$ cat config.mk
export PLATFORM = sky130hd
export DESIGN_NAME = load_store_unit
export DESIGN_NICKNAME = d
export VERILOG_FILES = /design/src/rtl/lsu_pkg.sv /design/src/rtl/lsu_lane_align.sv /design/src/rtl/load_store_unit.sv
export SDC_FILE = /design/constraint.sdc
export NUM_CORES = 1
export LEC_CHECK = 0
export ABC_AREA = 1
export CAP_MARGIN = 30
export CORE_MARGIN = 5
export CORE_UTILIZATION = 42
export DETAILED_ROUTE_END_ITERATION = 6
export PLACE_DENSITY = 0.87
export SETUP_SLACK_MARGIN = 0.02
export SLEW_MARGIN = 20
export SYNTH_ARGS = -nofsm -noshare
export SYNTH_HDL_FRONTEND = slang
export SYNTH_SLANG_ARGS = --single-unit
$ cat constraint.sdc
create_clock -name clk -period 2.1 [get_ports clk]
set_input_delay 0.42 -clock clk [delete_from_list [all_inputs] [get_ports clk]]
set_output_delay 0.42 -clock clk [all_outputs]
set_load 0.02 [all_outputs]
$ cat src/rtl/lsu_pkg.sv
// Shared definitions for the load/store unit: RISC-V funct3 size codes,
// FSM state encoding and access-legality helpers.
package lsu_pkg;

   localparam logic [2:0] F3_B  = 3'b000;
   localparam logic [2:0] F3_H  = 3'b001;
   localparam logic [2:0] F3_W  = 3'b010;
   localparam logic [2:0] F3_BU = 3'b100;
   localparam logic [2:0] F3_HU = 3'b101;

   typedef enum logic [1:0] {
      S_IDLE = 2'b00,
      S_RD   = 2'b01,
      S_WR   = 2'b10,
      S_RSP  = 2'b11
   } state_t;

   // Halfwords need an even address, words a multiple of four.
   function automatic logic is_misaligned(input logic [2:0] funct3,
                                          input logic [1:0] addr_lo);
      logic mis;
      mis = 1'b0;
      case (funct3)
         F3_H, F3_HU: mis = addr_lo[0];
         F3_W:        mis = |addr_lo;
         default:     mis = 1'b0;
      endcase
      return mis;
   endfunction

   // Stores only come in signed sizes; loads add the two unsigned forms.
   function automatic logic is_illegal_f3(input logic       store,
                                          input logic [2:0] funct3);
      logic bad;
      if (store)
         bad = !(funct3 == F3_B || funct3 == F3_H || funct3 == F3_W);
      else
         bad = !(funct3 == F3_B  || funct3 == F3_H || funct3 == F3_W ||
                 funct3 == F3_BU || funct3 == F3_HU);
      return bad;
   endfunction

endpackage

$ cat src/rtl/lsu_lane_align.sv
// Byte-lane steering between the 32-bit memory word and the core.
// Ports:
//   i_funct3  - access size / signedness
//   i_addr_lo - byte offset within the word
//   i_word    - word read from data memory
//   i_wdata   - store data from rs2
//   o_load    - extracted and extended load value
//   o_store   - i_word with the addressed lane(s) replaced by store data
module lsu_lane_align
   import lsu_pkg::*;
(
   input  logic [2:0]  i_funct3,
   input  logic [1:0]  i_addr_lo,
   input  logic [31:0] i_word,
   input  logic [31:0] i_wdata,
   output logic [31:0] o_load,
   output logic [31:0] o_store
);

   logic [7:0]  w_byte;
   logic [15:0] w_half;

   // Load: pick lane, then sign- or zero-extend.
   always_comb begin
      w_byte = i_word[7:0];
      case (i_addr_lo)
         2'd1:    w_byte = i_word[15:8];
         2'd2:    w_byte = i_word[23:16];
         2'd3:    w_byte = i_word[31:24];
         default: w_byte = i_word[7:0];
      endcase
      w_half = i_addr_lo[1] ? i_word[31:16] : i_word[15:0];
      o_load = 32'd0;
      case (i_funct3)
         F3_B:    o_load = {{24{w_byte[7]}}, w_byte};
         F3_H:    o_load = {{16{w_half[15]}}, w_half};
         F3_W:    o_load = i_word;
         F3_BU:   o_load = {24'd0, w_byte};
         F3_HU:   o_load = {16'd0, w_half};
         default: o_load = 32'd0;
      endcase
   end

   // Store: overlay the addressed lane(s) on the old word.
   always_comb begin
      o_store = i_word;
      case (i_funct3)
         F3_B: begin
            case (i_addr_lo)
               2'd0: o_store[7:0]   = i_wdata[7:0];
               2'd1: o_store[15:8]  = i_wdata[7:0];
               2'd2: o_store[23:16] = i_wdata[7:0];
               2'd3: o_store[31:24] = i_wdata[7:0];
               default: o_store = i_word;
            endcase
         end
         F3_H: begin
            if (i_addr_lo[1]) o_store[31:16] = i_wdata[15:0];
            else              o_store[15:0]  = i_wdata[15:0];
         end
         F3_W:    o_store = i_wdata;
         default: o_store = i_word;
      endcase
   end

endmodule

$ cat src/rtl/load_store_unit.sv
// Load/store unit between the execute stage and a registered,
// word-addressed data memory. Sub-word stores are done as read-modify-write.
// Ports:
//   clk, reset                    - clock, synchronous active-high reset
//   req_valid/req_ready           - request handshake from the core
//   req_store/funct3/addr/wdata   - request fields
//   rsp_valid/rsp_err/rsp_rdata   - one-cycle completion
//   mem_read/write/addr/wdata     - to data memory
//   mem_rdata                     - from data memory, valid cycle after mem_read
module load_store_unit
   import lsu_pkg::*;
#(
   parameter int unsigned ADDR_W = 10
) (
   input  logic              clk,
   input  logic              reset,
   input  logic              req_valid,
   output logic              req_ready,
   input  logic              req_store,
   input  logic [2:0]        req_funct3,
   input  logic [31:0]       req_addr,
   input  logic [31:0]       req_wdata,
   output logic              rsp_valid,
   output logic              rsp_err,
   output logic [31:0]       rsp_rdata,
   output logic              mem_read,
   output logic              mem_write,
   output logic [ADDR_W-1:0] mem_addr,
   output logic [31:0]       mem_wdata,
   input  logic [31:0]       mem_rdata
);

   localparam int unsigned BA_W = ADDR_W + 2;

   state_t           r_state;
   state_t           w_next;
   logic             r_store;
   logic [2:0]       r_funct3;
   logic [BA_W-1:0]  r_addr;
   logic [31:0]      r_wdata;
   logic             r_err;

   logic             w_err;
   logic             w_rd;
   logic             w_wr;
   logic [31:0]      w_load;
   logic [31:0]      w_store;

   // Legality is judged on the raw request so errors never reach memory.
   assign w_err = is_illegal_f3(req_store, req_funct3)
                | is_misaligned(req_funct3, req_addr[1:0])
                | (|req_addr[31:BA_W]);

   // State and latched request fields.
   always_ff @(posedge clk) begin
      if (reset) begin
         r_state  <= S_IDLE;
         r_store  <= 1'b0;
         r_funct3 <= 3'd0;
         r_addr   <= '0;
         r_wdata  <= 32'd0;
         r_err    <= 1'b0;
      end else begin
         r_state <= w_next;
         if (r_state == S_IDLE && req_valid) begin
            r_store  <= req_store;
            r_funct3 <= req_funct3;
            r_addr   <= req_addr[BA_W-1:0];
            r_wdata  <= req_wdata;
            r_err    <= w_err;
         end
      end
   end

   // Next state and handshake outputs.
   always_comb begin
      w_next    = r_state;
      req_ready = 1'b0;
      rsp_valid = 1'b0;
      w_rd      = 1'b0;
      w_wr      = 1'b0;
      case (r_state)
         S_IDLE: begin
            req_ready = 1'b1;
            if (req_valid) begin
               if (w_err)                               w_next = S_RSP;
               else if (req_store && req_funct3 == F3_W) w_next = S_WR;
               else                                     w_next = S_RD;
            end
         end
         S_RD: begin
            w_rd   = 1'b1;
            w_next = r_store ? S_WR : S_RSP;
         end
         S_WR: begin
            w_wr   = 1'b1;
            w_next = S_RSP;
         end
         S_RSP: begin
            rsp_valid = 1'b1;
            w_next    = S_IDLE;
         end
         default: w_next = S_IDLE;
      endcase
   end

   lsu_lane_align u_align (
      .i_funct3  (r_funct3),
      .i_addr_lo (r_addr[1:0]),
      .i_word    (mem_rdata),
      .i_wdata   (r_wdata),
      .o_load    (w_load),
      .o_store   (w_store)
   );

   // Strobes are killed by reset so an interrupted read-modify-write never lands.
   assign mem_read  = w_rd & ~reset;
   assign mem_write = w_wr & ~reset;
   assign mem_addr  = r_addr[BA_W-1:2];
   assign mem_wdata = w_store;
   assign rsp_err   = rsp_valid & r_err;
   assign rsp_rdata = (rsp_valid && !r_store && !r_err) ? w_load : 32'd0;

endmodule
==> flow_summary.rst, run 1 <==
.. list-table::
   :header-rows: 1

   * - Metric
     - Value
   * - Yosys top cell by area
     - sky130_fd_sc_hd__dfxtp_1
   * - HPWL after detailed placement
     - 12860 µm
   * - Clock tree root buffer cell
     - sky130_fd_sc_hd__clkbuf_8
   * - Synthesized instance count
     - 626
   * - Final ANT Viol Nets
     - 0
   * - Number of warnings reported in the yosys synthesis log
     - 0
   * - Simple logic cell fraction of the synthesized area
     - 0.2424
   * - Via count of the first global-routing pass
     - 5297
   * - EDFF count, synth
     - 0
   * - Wire length of the first global-routing pass
     - 26520 µm
   * - Mux contribution to synthesized area
     - 0
   * - Synth top area cells
     - sky130_fd_sc_hd__dfxtp_1, sky130_fd_sc_hd__o21ai_0, sky130_fd_sc_hd__nand2_1
   * - Share of cells above drive strength 1
     - 0.3937
   * - Capturing element type of the critical path
     - output port
   * - Parity-gate share of the synthesized area counting xor and xnor cells
     - 0
   * - Syn_area_per_cell
     - 6.052 µm²
   * - Post-Synthesis Cell Area
     - 3789 µm²
   * - Total Neg Setup Slack
     - -5.685 ns
   * - Final non-filler cell total
     - 1025
   * - Clock transition time at the flip-flop clock pins of the worst setup and hold paths
     - 0.09 ns
   * - Final worst setup slack
     - -0.2032 ns
   * - Final design utilization
     - 0.8989
   * - Worst setup slack before clock tree synthesis
     - -0.6640 ns
   * - TritonCTS Buffers
     - 5
   * - Clock tree from TritonCTS
     - built
   * - Routed wire per std cell
     - 20.68 µm
   * - Period Utilization, post-route
     - 1.097
   * - Synthesized net count
     - 733
   * - Final #Nets
     - 1023
   * - Core area
     - 8763 µm²
   * - Clock buffer depth
     - 2
   * - # port buffers
     - 181
   * - Critical path data required time
     - 1.68 ns
   * - Endpoints failing setup
     - 55
   * - Initial Utilization
     - 0.4323
   * - Ys async rst share
     - 0
   * - Most instantiated library cell after synthesis
     - sky130_fd_sc_hd__nand2_1
   * - Via count normalized by instance count
     - 5.918
   * - Gr usage total
     - 0.2912
   * - Area share of the largest cell type after synthesis
     - 0.2695
   * - Fin. max-slew vios
     - 0
   * - Detailed-route via count
     - 6066
   * - Number of distinct library cells after synthesis
     - 36
   * - Kind of path behind the tightest hold check
     - reg2reg
   * - Worst setup path class
     - reg2out
   * - Total placed instance area
     - 6314 µm²
   * - Antenna violations before repair
     - 0
   * - Final hold violation count
     - 0
   * - Slew of the pin with the lowest slew margin
     - 0.4314 ns
   * - Share of the synthesized area in compound gates (AO/OA/AOI/OAI)
     - 0.3312
   * - Most instantiated cells after synthesis
     - sky130_fd_sc_hd__nand2_1, sky130_fd_sc_hd__o21ai_0, sky130_fd_sc_hd__nor2_1, sky130_fd_sc_hd__inv_1, sky130_fd_sc_hd__a21oi_1
   * - Worst-path maximum fanout
     - 8
   * - Hold-fix buffers, CTS
     - 0
   * - Largest net degree at the start of global routing
     - 38
   * - Leftover overflow at the end of global routing
     - 0
   * - Horiz. Die Dim
     - 105.0 µm
   * - Die Footprint
     - 11020 µm²
   * - Drt drc
     - 0
   * - Count of routing violations after the opening detailed-route iteration
     - 459
   * - H-tree depth reported by CTS
     - 2
   * - Outcome
     - finished, violations left
   * - Clock latency reported for the late side of the worst-skew pair
     - 0.31 ns
   * - Fin area
     - 7878 µm²
   * - Count of placed standard cells including taps
     - 969
   * - Power per cell area
     - 1160 nW/µm²
   * - Total power consumption of the routed design
     - 9.141 mW
   * - Number of standard-cell rows in the floorplan
     - 34
   * - # Max-Cap Violations
     - 0
   * - Setup repair after global routing missed its margin
     - true
   * - CP startpoint kind
     - register
   * - Register area share after synthesis
     - 0.2695
   * - Failing checks
     - setup timing
   * - Die Ht
     - 105.0 µm
   * - Worst-case hold slack
     - 0.4849 ns
   * - Stage delay of the slowest cell on the critical path
     - 0.39 ns
   * - ANT cells
     - 0
   * - Worst slew margin
     - 0.7120
   * - Commonest register cell after synthesis
     - sky130_fd_sc_hd__dfxtp_1
   * - Cells traversed along the worst timing path
     - inv_1 > nor2_1 > inv_1 > o21ai_2 > buf_4 > a22oi_1 > o21ai_2 > buf_6
   * - Placer congestion estimate
     - 0.9611
   * - Crit path max-delay cell type
     - sky130_fd_sc_hd__dfxtp_4
   * - Top-level I/O count
     - 182
   * - Number of flip-flops and latches in the synthesized netlist
     - 51
   * - Slack of the worst reg-to-reg path
     - 0.44 ns
   * - Adder-Cell Fraction of Synth Area
     - 0.01321
   * - Router iterations before antenna repair
     - 6
   * - Worst Skew
     - 0.008356 ns
   * - Max Clock Freq
     - 434.2 MHz
   * - Worst supply voltage drop on vdd
     - 745.7 µV
   * - Critical path data arrival time
     - 1.88 ns
   * - Final critical path time including I/O delays and setup
     - 2.303 ns
   * - Clk sinks
     - 51
   * - Final Routed Wirelength
     - 21200 µm
   * - Main combinational cell family by area after synthesis
     - compound AO/OA/AOI/OAI gates
   * - Static Leakage
     - 3.493 nW
   * - Area delta synth->final
     - 107.9%
-- cells in the final DEF (no fill, tap or decap), drive strengths merged, types with 3 or more instances in the layout --
| cell type | count |
|---|---|
| a21oi | 55 |
| a22oi | 22 |
| a31oi | 19 |
| and2 | 3 |
| buf | 213 |
| clkbuf | 8 |
| clkdlybuf4s50 | 103 |
| dfxtp | 51 |
| dlygate4sd2 | 7 |
| dlymetal6s2s | 7 |
| ha | 4 |
| inv | 79 |
| nand2 | 104 |
| nand3 | 28 |
| nor2 | 81 |
| o211ai | 3 |
| o21ai | 104 |
| o22ai | 7 |
| o311ai | 4 |
-- power breakdown --
part	internal (mW)	switching [mW]	leakage (nW)
Combinational	3.14	3.78	3.01
Sequential	1.26	0.263	0.425
Clock	0.355	0.341	0.0581
-- registers in the layout (all words and copies together), names as in the netlist --
| register | flops |
|---|---|
| r_addr | 12 |
| r_err | 1 |
| r_funct3 | 3 |
| r_state | 2 |
| r_store | 1 |
| r_wdata | 32 |
-- worst max-delay path, delay by kind of cell, from the launching register on --
family	cells	cell delay [ns]
and+or+nand+nor	1	0.10
DFF	1	0.39
buffers and inverters	4	0.66
AOI/OAI and AO/OA	3	0.43
-- layout make-up --
type                            count  area [µm²]
Multi-Input combinational cell    446        3040
Clock buffer                        5       68.82
Clock inverter                      3       43.79
Sequential cell                    51        1037
Inverter                           79       306.5
Fill cell                         385       885.9
Timing Repair Buffer              333        3246
Tap cell                          108       135.1
-- routing by layer --
layer	wire, µm	track usage	part of all wire	vias to the layer above
met1	7605	0.3561	0.36	2773
met4	1285	0.1087	0.061	0
met3	2079	0.05795	0.098	138
li1	-	-	-	2681
met5	0	0	0	-
met2	10220	0.5027	0.48	474
-- kinds of logic (layout without fill, tap and decap cells) --
logic type | count (synthesis) | in the layout
compound gates | 221 | 221
simple gates | 221 | 221
buf+inv | 129 | 420
flops | 51 | 51
fa+ha+maj | 4 | 4
-- timing repair --
item / in CTS / in global routing
gates cloned: 3 / 6
resized for setup: 402 / 244
pin swaps: 9 / 45
endpoints found under the setup margin: 67 / 65
buffers inserted: 20 / 26
-- path summary, 6_finish.rpt --
kind,start,endpoint,cells past startpoint
max reg2reg,r_state[0],r_wdata[12],7
max,r_addr[1],mem_wdata[20],8
min reg2reg,r_wdata[13],r_wdata[13],2
min,r_wdata[13],r_wdata[13],2
Power figures use the tool's default switching activity.
==> run 2: changes to the inputs <==
- CAP_MARGIN: 30 -> unset
- GPL_TIMING_DRIVEN: unset -> 0
==> flow_summary.rst, run 2 (synthesized netlist as in run 1, its figures left out) <==
.. list-table::
   :header-rows: 1

   * - Metric
     - Value
   * - Antenna violations before repair
     - 0 (unchanged)
   * - Clock buffer depth
     - 2 (unchanged)
   * - Largest net degree at the start of global routing
     - 17 (-55%)
   * - Area delta synth->final
     - 87.35%
   * - Cells traversed along the worst timing path
     - nor2_4 > nand2_4 > buf_8 > o22ai_2 > inv_1 > a21oi_1 > buf_4
   * - Critical path data arrival time
     - 1.93 ns (+0.05 ns)
   * - Worst-case hold slack
     - 0.4910 ns (+0.006125 ns)
   * - Stage delay of the slowest cell on the critical path
     - 0.41 ns (+0.02 ns)
   * - Critical hold path startpoint
     - r_addr[11]
   * - Failing checks
     - setup timing
   * - Final non-filler cell total
     - 970 (-5.4%)
   * - Final #Nets
     - 968 (-5.4%)
   * - Endpoints failing setup
     - 62 (+13%)
   * - Fin area
     - 7098 µm² (-9.9%)
   * - Clk sinks
     - 51 (unchanged)
   * - Power per cell area
     - 1183 nW/µm² (+1.9%)
   * - Count of routing violations after the opening detailed-route iteration
     - 486 (+5.9%)
   * - Count of placed standard cells including taps
     - 915 (-5.6%)
   * - Capturing element type of the critical path
     - output port
   * - Worst Path Buf+Inv
     - 3 (-1)
   * - Static Leakage
     - 2.998 nW (-14%)
   * - CP startpoint kind
     - register
   * - Slew of the pin with the lowest slew margin
     - 0.4807 ns (+0.04931 ns)
   * - Logic depth of the worst register-to-register path
     - 7 (unchanged)
   * - Setup repair after global routing missed its margin
     - true
   * - Horiz. Die Dim
     - 105.0 µm (unchanged)
   * - Final critical path time including I/O delays and setup
     - 2.351 ns (+0.04742 ns)
   * - Drt drc
     - 0 (unchanged)
   * - Worst-path maximum fanout
     - 10 (+2)
   * - R2r startpoint
     - r_state[0]
   * - Outcome
     - finished, violations left
   * - Max Clock Freq
     - 425.4 MHz (-2.0%)
   * - Routed wire per std cell
     - 19.31 µm (-6.6%)
   * - Endpoint, Worst Hold
     - r_addr[11]
   * - Gate family responsible for the most delay along the worst path
     - buffers and inverters
   * - Final ANT Viol Nets
     - 0 (unchanged)
   * - Total power consumption of the routed design
     - 8.396 mW (-8.2%)
   * - Highest-count cells in the layout ignoring fill and taps
     - sky130_fd_sc_hd__clkdlybuf4s50_1, sky130_fd_sc_hd__nand2_1, sky130_fd_sc_hd__buf_4
   * - Clock tree from TritonCTS
     - built
   * - Worst supply voltage drop on vdd
     - 561.0 µV (-25%)
   * - Initial Utilization
     - 0.4323 (unchanged)
   * - Kind of path behind the tightest hold check
     - reg2reg
   * - Core area
     - 8763 µm² (unchanged)
   * - Number of standard-cell rows in the floorplan
     - 34 (unchanged)
   * - # Max-Cap Violations
     - 0 (unchanged)
   * - HPWL after detailed placement
     - 12410 µm (-3.5%)
   * - Critical path data required time
     - 1.68 ns (about the same)
   * - Clock latency reported for the late side of the worst-skew pair
     - 0.31 ns (about the same)
   * - Worst Skew
     - 0.004530 ns (-0.003827 ns)
   * - Final Routed Wirelength
     - 18730 µm (-12%)
   * - Registers with the most flip-flops
     - r_wdata (32), r_addr (12), r_funct3 (3)
   * - Crit path max-delay cell type
     - sky130_fd_sc_hd__dfxtp_4
   * - Clock transition time at the flip-flop clock pins of the worst setup and hold paths
     - 0.10 ns (about the same)
   * - Via count of the first global-routing pass
     - 5403 (+2.0%)
   * - Die Ht
     - 105.0 µm (unchanged)
   * - Critical register-to-register path endpoint
     - r_err
   * - Die Footprint
     - 11020 µm² (unchanged)
   * - Period Utilization, post-route
     - 1.119 (+0.02258)
   * - Top-level I/O count
     - 182 (unchanged)
   * - Worst slew margin
     - 0.6795 (-0.03248)
   * - Router iterations before antenna repair
     - 6 (unchanged)
   * - TritonCTS Buffers
     - 5 (unchanged)
   * - Slack of the worst reg-to-reg path
     - 0.29 ns (-0.15 ns)
   * - Wire length of the first global-routing pass
     - 26900 µm (+1.4%)
   * - Placer congestion estimate
     - 0.9085 (-5.5%)
   * - Clock tree root buffer cell
     - sky130_fd_sc_hd__clkbuf_8
   * - Final worst setup slack
     - -0.2506 ns (-0.04742 ns)
   * - Detailed-route via count
     - 5664 (-6.6%)
   * - Worst hold path depth
     - 2 (unchanged)
   * - Total placed instance area
     - 5741 µm² (-9.1%)
   * - ANT cells
     - 0 (unchanged)
   * - H-tree depth reported by CTS
     - 2 (unchanged)
   * - Hold-fix buffers, CTS
     - 0 (unchanged)
   * - Leftover overflow at the end of global routing
     - 0 (unchanged)
   * - Final hold violation count
     - 0 (unchanged)
   * - Register ranked first by flip-flop count
     - r_wdata
   * - # port buffers
     - 181 (unchanged)
   * - Fin. max-slew vios
     - 0 (unchanged)
   * - Worst setup path class
     - reg2out
   * - Largest register FFs
     - 32 (unchanged)
   * - Via count normalized by instance count
     - 5.839 (-1.3%)
   * - Share of cells above drive strength 1
     - 0.3109 (-0.08277)
   * - Gr usage total
     - 0.2908 (-0.0003460)
   * - Most common cell after layout, fill and taps aside
     - sky130_fd_sc_hd__clkdlybuf4s50_1
run 2: area by class of cell:
type | count | area (µm²)
timing repair buffer | 228 | 2197
inverter | 79 | 311.5
clock buffer | 5 | 68.82
clock inverter | 3 | 43.79
tap | 108 | 135.1
multi-input combinational | 448 | 2865
fill | 615 | 1665
sequential | 51 | 1047
buffer | 48 | 429.2
run 2: how the worst max path moves through the flow:
stage / cells after the start / startpoint / slack, ns / endpoint
2_1_floorplan: 5 / r_funct3[0] / -0.04 / mem_wdata[25]
3_3_place_gp: 7 / mem_rdata[31] / -0.93 / rsp_rdata[22]
3_5_place_dp: 7 / mem_rdata[31] / -0.93 / rsp_rdata[22]
4_1_cts: 9 / r_funct3[1] / -0.14 / rsp_rdata[30]
5_1_grt: 7 / r_funct3[2] / -0.26 / rsp_rdata[15]
6_report: 7 / r_funct3[2] / -0.25 / rsp_rdata[15]
run 2: repair_timing:
item	4_1_cts	5_1_grt
buffers inserted	27	14
pin swaps	26	38
setup endpoints to repair	67	64
gates resized for setup	519	107
gates cloned	7	2
run 2: through the flow:
stage,util,worst slack [ns],TNS (ns)
6_report,0.8100,-0.2506,-5.624
5_1_grt,0.8100,-0.2642,-8.581
4_1_cts,0.7461,-0.1410,-3.401
3_5_place_dp,0.6551,-0.9252,-36.07
3_3_place_gp,0.6551,-0.9330,-35.82
2_1_floorplan,-,-0.04480,-0.08960
run 2: report_power, final:
part | internal (mW) | switching, mW | total, mW
clock network | 0.356 | 0.355 | 0.710
registers | 1.27 | 0.347 | 1.62
logic | 2.65 | 3.42 | 6.07
run 2: per-layer routing:
metal / track usage / up-vias / wire, µm
met4: 0.1142 / 0 / 925
met3: 0.04994 / 87 / 1977
met2: 0.5049 / 404 / 9039
met5: 0 / - / 0
met1: 0.3559 / 2600 / 6792
li1: - / 2573 / -
run 2: tightest hold or removal path, cell delays in order, from the launching register on:
cell	delay, ns
sky130_fd_sc_hd__dfxtp_1	0.34
sky130_fd_sc_hd__nor2_1	0.05
sky130_fd_sc_hd__nor2_1	0.08
